--- src/rtl/cache_mem_arbiter.sv ---
// cache_mem_arbiter: round-robin sharing of one MMU burst-read port between I$ and D$ refills,
// with beat steering to the grant owner and burst-length checking.
module cache_mem_arbiter #(
    parameter int BURST_LEN = 16
) (
    input  logic        clk,
    input  logic        rst,
    input  logic        inst_read_req,
    input  logic [31:0] inst_addr_mmu,
    output logic        inst_addr_ok,
    output logic [31:0] inst_read_data,
    output logic        inst_valid,
    output logic        inst_last,
    input  logic        data_read_req,
    input  logic [31:0] data_addr_mmu,
    output logic        data_addr_ok,
    output logic [31:0] data_read_data,
    output logic        data_valid,
    output logic        data_last,
    output logic [31:0] mem_addr,
    output logic        mem_read_req,
    input  logic        mem_addr_ok,
    input  logic [31:0] mem_read_data,
    input  logic        mem_valid,
    input  logic        mem_last,
    output logic        busy,
    output logic        owner,
    output logic        burst_err
);
    localparam int W = $clog2(BURST_LEN);
    typedef enum logic [1:0] {IDLE, ADDR, DATA} state_t;
    state_t       state;
    logic [31:0]  addr_q;
    logic [W-1:0] beat_cnt;
    logic         pick, in_addr, in_data, cnt_end;
    // owner is also the round-robin history: a tie goes to the client not granted last
    assign pick    = (inst_read_req && data_read_req) ? !owner : data_read_req;
    assign in_addr = state == ADDR;
    assign in_data = state == DATA;
    assign cnt_end = beat_cnt == W'(BURST_LEN - 1);
    assign busy         = state != IDLE;
    assign mem_read_req = in_addr;
    assign mem_addr     = in_addr ? addr_q : '0;
    assign inst_addr_ok   = in_addr && !owner && mem_addr_ok;
    assign data_addr_ok   = in_addr && owner && mem_addr_ok;
    assign inst_valid     = in_data && !owner && mem_valid;
    assign data_valid     = in_data && owner && mem_valid;
    assign inst_last      = inst_valid && mem_last;
    assign data_last      = data_valid && mem_last;
    assign inst_read_data = (in_data && !owner) ? mem_read_data : '0;
    assign data_read_data = (in_data && owner) ? mem_read_data : '0;
    always_ff @(posedge clk or posedge rst) begin
        if (rst) begin
            state     <= IDLE;
            owner     <= 1'b0;
            addr_q    <= '0;
            beat_cnt  <= '0;
            burst_err <= 1'b0;
        end else begin
            burst_err <= 1'b0;
            case (state)
                IDLE: if (inst_read_req || data_read_req) begin
                    owner    <= pick;
                    addr_q   <= pick ? data_addr_mmu : inst_addr_mmu;
                    beat_cnt <= '0;
                    state    <= ADDR;
                end
                ADDR: if (mem_addr_ok) state <= DATA;
                DATA: if (mem_valid) begin
                    beat_cnt  <= beat_cnt + 1'b1;
                    burst_err <= mem_last ? !cnt_end : cnt_end;
                    if (mem_last) state <= IDLE;
                end
                default: state <= IDLE;
            endcase
        end
    end
endmodule

--- config.mk ---
export PLATFORM = sky130hd
export DESIGN_NAME = cache_mem_arbiter
export DESIGN_NICKNAME = d
export VERILOG_FILES = /design/src/rtl/cache_mem_arbiter.sv
export SDC_FILE = /design/constraint.sdc
export NUM_CORES = 1
export LEC_CHECK = 0
export CAP_MARGIN = 20
export CORE_MARGIN = 5
export CORE_UTILIZATION = 35
export DETAILED_ROUTE_END_ITERATION = 8
export GPL_ROUTABILITY_DRIVEN = 0
export PLACE_DENSITY_LB_ADDON = 0.1
export REMOVE_ABC_BUFFERS = 1
export SYNTH_ARGS = -nofsm -noshare
export SYNTH_HDL_FRONTEND = slang
export SYNTH_SLANG_ARGS = --single-unit
--- constraint.sdc ---
create_clock -name clk -period 2.07 [get_ports clk]
set_input_delay 0.414 -clock clk [delete_from_list [all_inputs] [get_ports clk]]
set_output_delay 0.414 -clock clk [all_outputs]
set_load 0.02 [all_outputs]
# [Word level (Yosys, flattened, before mapping)]
# Cells that the tools add are included.
[word_totals] register_bits=40 input_bits=103 out_inout_bits=106
[classes] n_addsub=1 eq_ne=7 muxes=16 n_reduce_logical=20
[op_table] op="$mux 32" n=4
[op_table] op="$logic_and 1x1->1" n=11
[op_table] op="$mux 2" n=4
[op_table] op="$mux 4" n=2
[op_table] op="$ne 2x2->1 const B" n=4
[op_table] op="$pmux 4 s2" n=1
[op_table] op="$pmux 2 s3" n=1
[op_table] op="$add 4x1->4 const B" n=1
[op_table] op="$eq 4x4->1 const B" n=1
[op_table] op="$mux 1" n=4
[op_table] op="$reduce_and 4->1" n=1
[op_table] op="$reduce_bool 2->1" n=2
[op_table] op="$reduce_and 3->1" n=1
[op_table] op="$eq 2x1->1 const B" n=1
[op_table] op="$eq 2x2->1 const B" n=1
[op_table] op="$logic_not 1->1" n=2
[op_table] op="$logic_not 2->1" n=1
[op_table] op="$reduce_and 2->1" n=1
[op_table] op="$logic_or 1x1->1" n=1

# [Longest topological paths before layout]
# Gate-level depths: netlist (run 1).
[depth] ltp_word=5 mapped_depth=5

# [Least setup slack after synthesis (run 1)]
# Ideal clock, no wire load.
[synth_timing] kind="reg-to-output" start="register owner" end="output inst_read_data[10]" arrival_time_ps=1428 t_required_ps=1656 path_slack_ps=228 path_stages_with_launch=5 path_buffers=2 path_cell_list="dfrtp_1 -> buf_6 -> nor3b_1 -> clkbuf_1 -> and2_1"
[synth_between] elab_chain_len=3
[synth_lines] element="start, declared" line="27" text="output logic owner,"
[synth_lines] element="start signal, assigned" line="63" text="owner <= pick;"
[synth_lines] element="$logic_not 1->1" line="50" text="assign inst_read_data = (in_data && !owner) ? mem_read_data : '0;"
[synth_lines] element="$logic_and 1x1->1" line="50"
[synth_lines] element="$mux 32" line="50"
[synth_lines] element="end, declared" line="11" text="output logic [31:0] inst_read_data,"
# Every way passes these cells.

# [Worst setup path after layout (run 1)]
[layout_timing] start="register state[0]" end="output data_read_data[9]"
[layout_between] elab_chain_len=3
[layout_lines] element="start, declared" line="32" text="state_t state;"
[layout_lines] element="start signal, assigned" line="54" text="state <= IDLE;"
[layout_lines] element="start signal, assigned" line="66" text="state <= ADDR;"
[layout_lines] element="start signal, assigned" line="68" text="ADDR: if (mem_addr_ok) state <= DATA;"
[layout_lines] element="$eq 2x2->1" line="39" text="assign in_data = state == DATA;"
[layout_lines] element="$logic_and 1x1->1" line="51" text="assign data_read_data = (in_data && owner) ? mem_read_data : '0;"
[layout_lines] element="$mux 32" line="51"
[layout_lines] element="end, declared" line="17" text="output logic [31:0] data_read_data,"
# Every way passes these cells.

==> impl_metrics.py, run 1 <==
metrics = {
    "critical_path": {
        "worst-path-buf-inv": 2,
        "cp_slowest_cell": "dfrtp_1",
        "critPathLaunchType": "register",
        "crit_fanout": 32,
        "crit_path_cell_trace": "and3b_2 -> buf_12 -> and2_1 -> dlygate4sd2_1",
        "arrival_ns": 1.60,
        "critPathMaxStageDelay_ns": 0.41,
        "crit_family": "buffers and inverters",
        "cp-end-kind": "output pin",
        "critPathKind": "reg2out",
        "crit_required_ns": 1.66,
        "r2r_slack_ns": 0.23,
    },
    "clock_network": {
        "htreeDepth": 2,
        "cts-root-buf": "clkbuf_8",
        "cts_sinks": 40,
        "cts_buffers": 5,
        "clock_path_buffers": 2,
        "tritoncts": "yes",
        "path_clk_slew_ns": 0.07,
        "cts-hold-fix-buffers": 0,
        "clk_latency_ns": 0.29,
    },
    "grt": {
        "grt_antenna_before_repair": 0,
        "grt_max_degree": 41,
        "grtUsageTotal": 0.207,
        "grt-ovfl-total": 0,
        "grt_pass1_wl_um": 16500,
        "grt_pass1_vias": 3135,
    },
    "timing": {
        "worstMarginPinSlew_ns": 0.532,
        "min_period_ns": 2.01,
        "slew_headroom": 0.645,
        "finalSetupViolCount": 0,
        "finalHoldViolations": 0,
        "fmax_mhz": 496,
        "worst_slack_ns": 0.0553,
        "grt_setup_unrepaired": "false",
        "period_share": 0.973,
        "clock_skew_ns": 0.00759,
        "drv_slew": 0,
    },
    "power": {
        "vdd_drop_max_mv": 0.665,
        "total_power_mw": 5.93,
        "cellLeakagePower_nw": 2.19,
        "pwr_density_cell_nw_per_um2": 1190,
    },
    "synth": {
        "synth-edff-count": 0,
        "syn_area_per_cell_um2": 9.61,
        "ys_seq_elements": 40,
        "ys_seq_area_frac": 0.347,
        "syn-cell-area_um2": 2880,
        "yosys_warnings": 0,
        "async_flop_share": 1.00,
        "synth_top_area_cell": "dfrtp_1",
        "ys.flop_type": "dfrtp_1",
        "netlist.area_leader.share": 0.347,
        "synth_cell_type_count": 33,
        "synthCells": 300,
        "synth_area_leaders": "dfrtp_1, and2_1, a2bb2oi_2",
    },
    "die": {
        "die-area_um2": 10200,
        "die_h_um": 101,
        "pin_count": 209,
        "start_util": 0.354,
        "rows": 33,
        "coreArea_um2": 8130,
        "die_x_um": 101,
    },
    "finish": {
        "antenna_cells": 0,
        "fillCellCount": 739,
        "most-common-layout-cells": "clkdlybuf4s50_1, and2_1, clkdlybuf4s15_1",
        "nNetsFinal": 617,
        "layout_commonest_cell": "clkdlybuf4s50_1",
        "syn_to_final_growth_pct": 72.7,
        "drive_gt1_frac": 0.226,
    },
    "flow_run": {
        "cap_violations": 0,
    },
    "hold_path": {
        "hp-class": "reg2reg",
    },
    "detailed_routing": {
        "dr_total_vias": 3053,
        "viasPerCell": 4.94,
        "wirelength_um": 10500,
        "wl_per_cell_um": 17.1,
        "first_pass_iters": 4,
        "dr.first_iter.drc_count": 73,
        "ant_nets": 0,
        "drc": 0,
    },
    "placed_design": {
        "io_buffers": 208,
        "place_ws_ns": -0.242,
        "hpwlAfterDp_um": 8390,
    },
    "run_status": {
        "status": "completed",
    },
}
-- path summary, 6_finish.rpt --
check,startpoint,to,depth (start not counted)
max,state[0]$_DFFE_PP0P_,data_read_data[9],4
min,addr_q[23]$_DFFE_PP0P_,addr_q[23]$_DFFE_PP0P_,1
max reg2reg,state[1]$_DFFE_PP0P_,addr_q[3]$_DFFE_PP0P_,6
min reg2reg,addr_q[23]$_DFFE_PP0P_,addr_q[23]$_DFFE_PP0P_,1
max in group asynchronous,rst,addr_q[8]$_DFFE_PP0P_,3
min in group asynchronous,rst,addr_q[6]$_DFFE_PP0P_,3
-- power by group --
part | internal (mW) | leakage (nW) | switching, mW
combinational | 1.97 | 1.68 | 2.09
clock | 0.230 | 0.0410 | 0.269
sequential | 1.15 | 0.463 | 0.226
total | 3.35 | 2.19 | 2.59
-- cell type report --
class	instances	area (um2)	area share
Timing Repair Buffer	233	2070	0.416
Multi-Input combinational cell	230	1680	0.338
Inverter	3	11.3	0.00226
Tap cell	105	131	0.0264
Clock inverter	1	5.00	0.00101
Sequential cell	40	1000	0.201
Clock buffer	6	72.6	0.0146
-- what timing repair did --
item	4_1_cts	5_1_grt
buffers inserted	0	0
setup endpoints to repair	104	95
gates resized for setup	109	137
pin swaps	0	0
-- metal layers --
metal,vias up,share of wire,GRT usage
met5,-,0,0
met4,0,0.026,0.0767
li1,1466,-,-
met2,157,0.49,0.359
met3,16,0.10,0.0547
met1,1414,0.38,0.242
-- cells by family (layout without fill, tap and decap cells) --
group / after synthesis / count (layout) / synth area share
flip-flops: 40 / 40 / 0.347
buffers and inverters: 30 / 243 / 0.0720
multiplexers: 1 / 1 / 0.00391
XOR/XNOR: 1 / 1 / 0.00304
AND/OR/NAND/NOR: 151 / 151 / 0.302
adder cells (fa/ha/maj): 1 / 1 / 0.00434
AO/OA/AOI/OAI: 76 / 76 / 0.267
-- registers in the layout, summed over array words and instances (netlist names) --
register	cells
state	2
beat_cnt	4
burst_err	1
owner	1
addr_q	32
-- cells in the mapped netlist (all sizes together) (3+ instances only) --
| master | number |
|---|---|
| o21ai | 5 |
| buf | 10 |
| a21oi | 3 |
| clkbuf | 17 |
| inv | 3 |
| a211oi | 32 |
| a2bb2oi | 32 |
| dfrtp | 40 |
| nand2 | 36 |
| nor2 | 5 |
| and2 | 98 |
-- stage by stage --
stage | hold slack, ns | setup TNS, ns | std cells | util | cell area (um2)
floorplan | 0.487 | -28.30 | 273 | - | 2690
detailed placement | 0.504 | -0.984 | 611 | 0.633 | 5150
global placement | 0.497 | -0.844 | 611 | 0.633 | 5150
finish | 0.516 | 0 | 618 | 0.612 | 4980
global route | 0.541 | 0 | 618 | 0.612 | 4980
CTS | 0.522 | 0 | 618 | 0.627 | 5100
(Power assumes the default switching activity.)
==> run 2: changes to the inputs <==
--- a/config.mk
+++ b/config.mk
@@ -11,3 +11,2 @@
 export DETAILED_ROUTE_END_ITERATION = 8
-export GPL_ROUTABILITY_DRIVEN = 0
 export PLACE_DENSITY_LB_ADDON = 0.1
--- a/constraint.sdc
+++ b/constraint.sdc
@@ -3,2 +3,2 @@
 set_output_delay 0.414 -clock clk [all_outputs]
-set_load 0.02 [all_outputs]
+set_load 0.01 [all_outputs]
==> impl_metrics.py, run 2 (same netlist as run 1, synthesis figures left out) <==
metrics = {
    "timing": {
        "slew_headroom": 0.770,
        "period_share": 0.983,
        "clock_skew_ns": 0.0110,
        "min_period_ns": 2.03,
        "drv_slew": 0,
        "finalHoldViolations": 0,
        "fin_setup_tns_ns": 0,
        "worst_slack_ns": 0.0353,
        "fmax_mhz": 491,
        "grt_setup_unrepaired": "true",
        "worstMarginPinSlew_ns": 0.344,
        "whs_ns": 0.454,
        "finalSetupViolCount": 0,
    },
    "finish": {
        "drive_gt1_frac": 0.350,
        "antenna_cells": 0,
        "most-common-layout-cells": "clkdlybuf4s50_1, and2_1, dfrtp_1",
        "layout_commonest_cell": "clkdlybuf4s50_1",
        "largest_reg_flops": 32,
        "nNetsFinal": 626,
        "stdcell_count": 628,
        "largest-register": "addr_q",
        "syn_to_final_growth_pct": 81.1,
        "top_regs": "addr_q (32), beat_cnt (4), state (2)",
    },
    "grt": {
        "grt_max_degree": 41,
        "grt_antenna_before_repair": 0,
        "grtUsageTotal": 0.220,
        "grt_pass1_vias": 3307,
        "grt-ovfl-total": 0,
        "grt_pass1_wl_um": 17600,
    },
    "critical_path": {
        "critPathKind": "reg2out",
        "r2r_slack_ns": 0.16,
        "crit_family": "simple AND/OR/NAND/NOR gates",
        "crit_start": "state[0]$_DFFE_PP0P_",
        "critPathMaxStageDelay_ns": 0.44,
        "critPathLaunchType": "register",
        "cp-endpoint": "data_read_data[18]",
        "regToRegEndpoint": "owner$_DFFE_PP0P_",
        "crit_cells": 4,
        "crit_required_ns": 1.66,
        "cp-end-kind": "output pin",
        "cp_slowest_cell": "dfrtp_2",
        "worstRegToRegCells": 5,
        "crit_fanout": 16,
        "arrival_ns": 1.62,
        "crit_path_cell_trace": "and3b_2 -> buf_16 -> and2_1 -> clkdlybuf4s15_1",
        "r2r_start": "state[0]$_DFFE_PP0P_",
        "worst-path-buf-inv": 2,
    },
    "power": {
        "pwr_density_cell_nw_per_um2": 1190,
        "cellLeakagePower_nw": 2.38,
        "vdd_drop_max_mv": 0.790,
        "total_power_mw": 6.19,
    },
    "placed_design": {
        "io_buffers": 208,
        "place_congestion": 0.857,
        "hpwlAfterDp_um": 8400,
        "place_ws_ns": -0.162,
        "place_inst": 609,
    },
    "die": {
        "pin_count": 209,
        "rows": 33,
        "die_h_um": 101,
        "die-area_um2": 10200,
        "coreArea_um2": 8130,
        "die_x_um": 101,
        "start_util": 0.354,
    },
    "clock_network": {
        "path_clk_slew_ns": 0.09,
        "clk_latency_ns": 0.30,
        "cts_buffers": 5,
        "cts_sinks": 40,
        "cts-root-buf": "clkbuf_8",
        "tritoncts": "yes",
        "clock_path_buffers": 2,
        "htreeDepth": 2,
        "cts-hold-fix-buffers": 0,
    },
    "detailed_routing": {
        "viasPerCell": 4.98,
        "first_pass_iters": 4,
        "wl_per_cell_um": 18.3,
        "drc": 0,
        "ant_nets": 0,
        "dr.first_iter.drc_count": 105,
        "wirelength_um": 11500,
        "dr_total_vias": 3130,
    },
    "flow_run": {
        "cap_violations": 0,
    },
    "hold_path": {
        "hp-class": "in2async",
    },
    "run_status": {
        "status": "completed",
    },
}
-- run 2: changes by cell type in the layout (fill, tap and decap cells not counted), sizes merged --
cell           change
clkdlybuf4s15     -37
buf               +51
bufinv             +1
dlygate4sd2        +6
clkbuf            -11
-- run 2: area by class of cell --
class / instances / area, um2
inverters: 3 / 11.3
repair buffers: 242 / 2210
clock inverters: 2 / 38.8
flip-flops and latches: 40 / 1000
fillers: 723 / 2910
multi-input cells: 230 / 1750
clock buffers: 6 / 82.6
well taps: 105 / 131
-- run 2: report_power, final --
part	total (mW)	leakage [nW]	internal [mW]	switching, mW
Sequential	1.39	0.462	1.15	0.243
Clock	0.693	0.0614	0.395	0.298
Combinational	4.11	1.86	2.30	1.81
Total	6.19	2.38	3.84	2.35
-- run 2: worst min path at each step --
stage	from	end
finish	rst	addr_q[6]$_DFFE_PP0P_
global route	rst	addr_q[6]$_DFFE_PP0P_
CTS	rst	addr_q[7]$_DFFE_PP0P_
detailed placement	addr_q[24]$_DFFE_PP0P_	addr_q[24]$_DFFE_PP0P_
global placement	addr_q[21]$_DFFE_PP0P_	addr_q[21]$_DFFE_PP0P_
floorplan	addr_q[6]$_DFFE_PP0P_	addr_q[6]$_DFFE_PP0P_
-- run 2: routing by layer --
metal  part of all wire  GRT usage  vias to the layer above
met5                  0          0                        -
met3              0.079     0.0443                       20
li1                   -          -                     1487
met2               0.51      0.395                      153
met1               0.39      0.262                     1470
met4              0.025     0.0705                        0
-- run 2: through the flow --
stage / instance area (um2) / utilization
after floorplan: 2690 / -
after global placement: 5170 / 0.636
after detailed placement: 5170 / 0.636
after CTS: 5260 / 0.646
after global routing: 5220 / 0.642
final: 5220 / 0.642
-- run 2: timing repair --
action                                  4_1_cts  5_1_grt
setup buffers                                 8        3
pin swaps                                     6        5
gates resized for setup                     250      117
endpoints found under the setup margin      103       78
cloned                                        4        1
endpoints found under the hold margin         0        0
-- run 2: worst min-delay path: cells and delay by family --
family	cells	cell delay [ns]
buf+inv	3	0.71
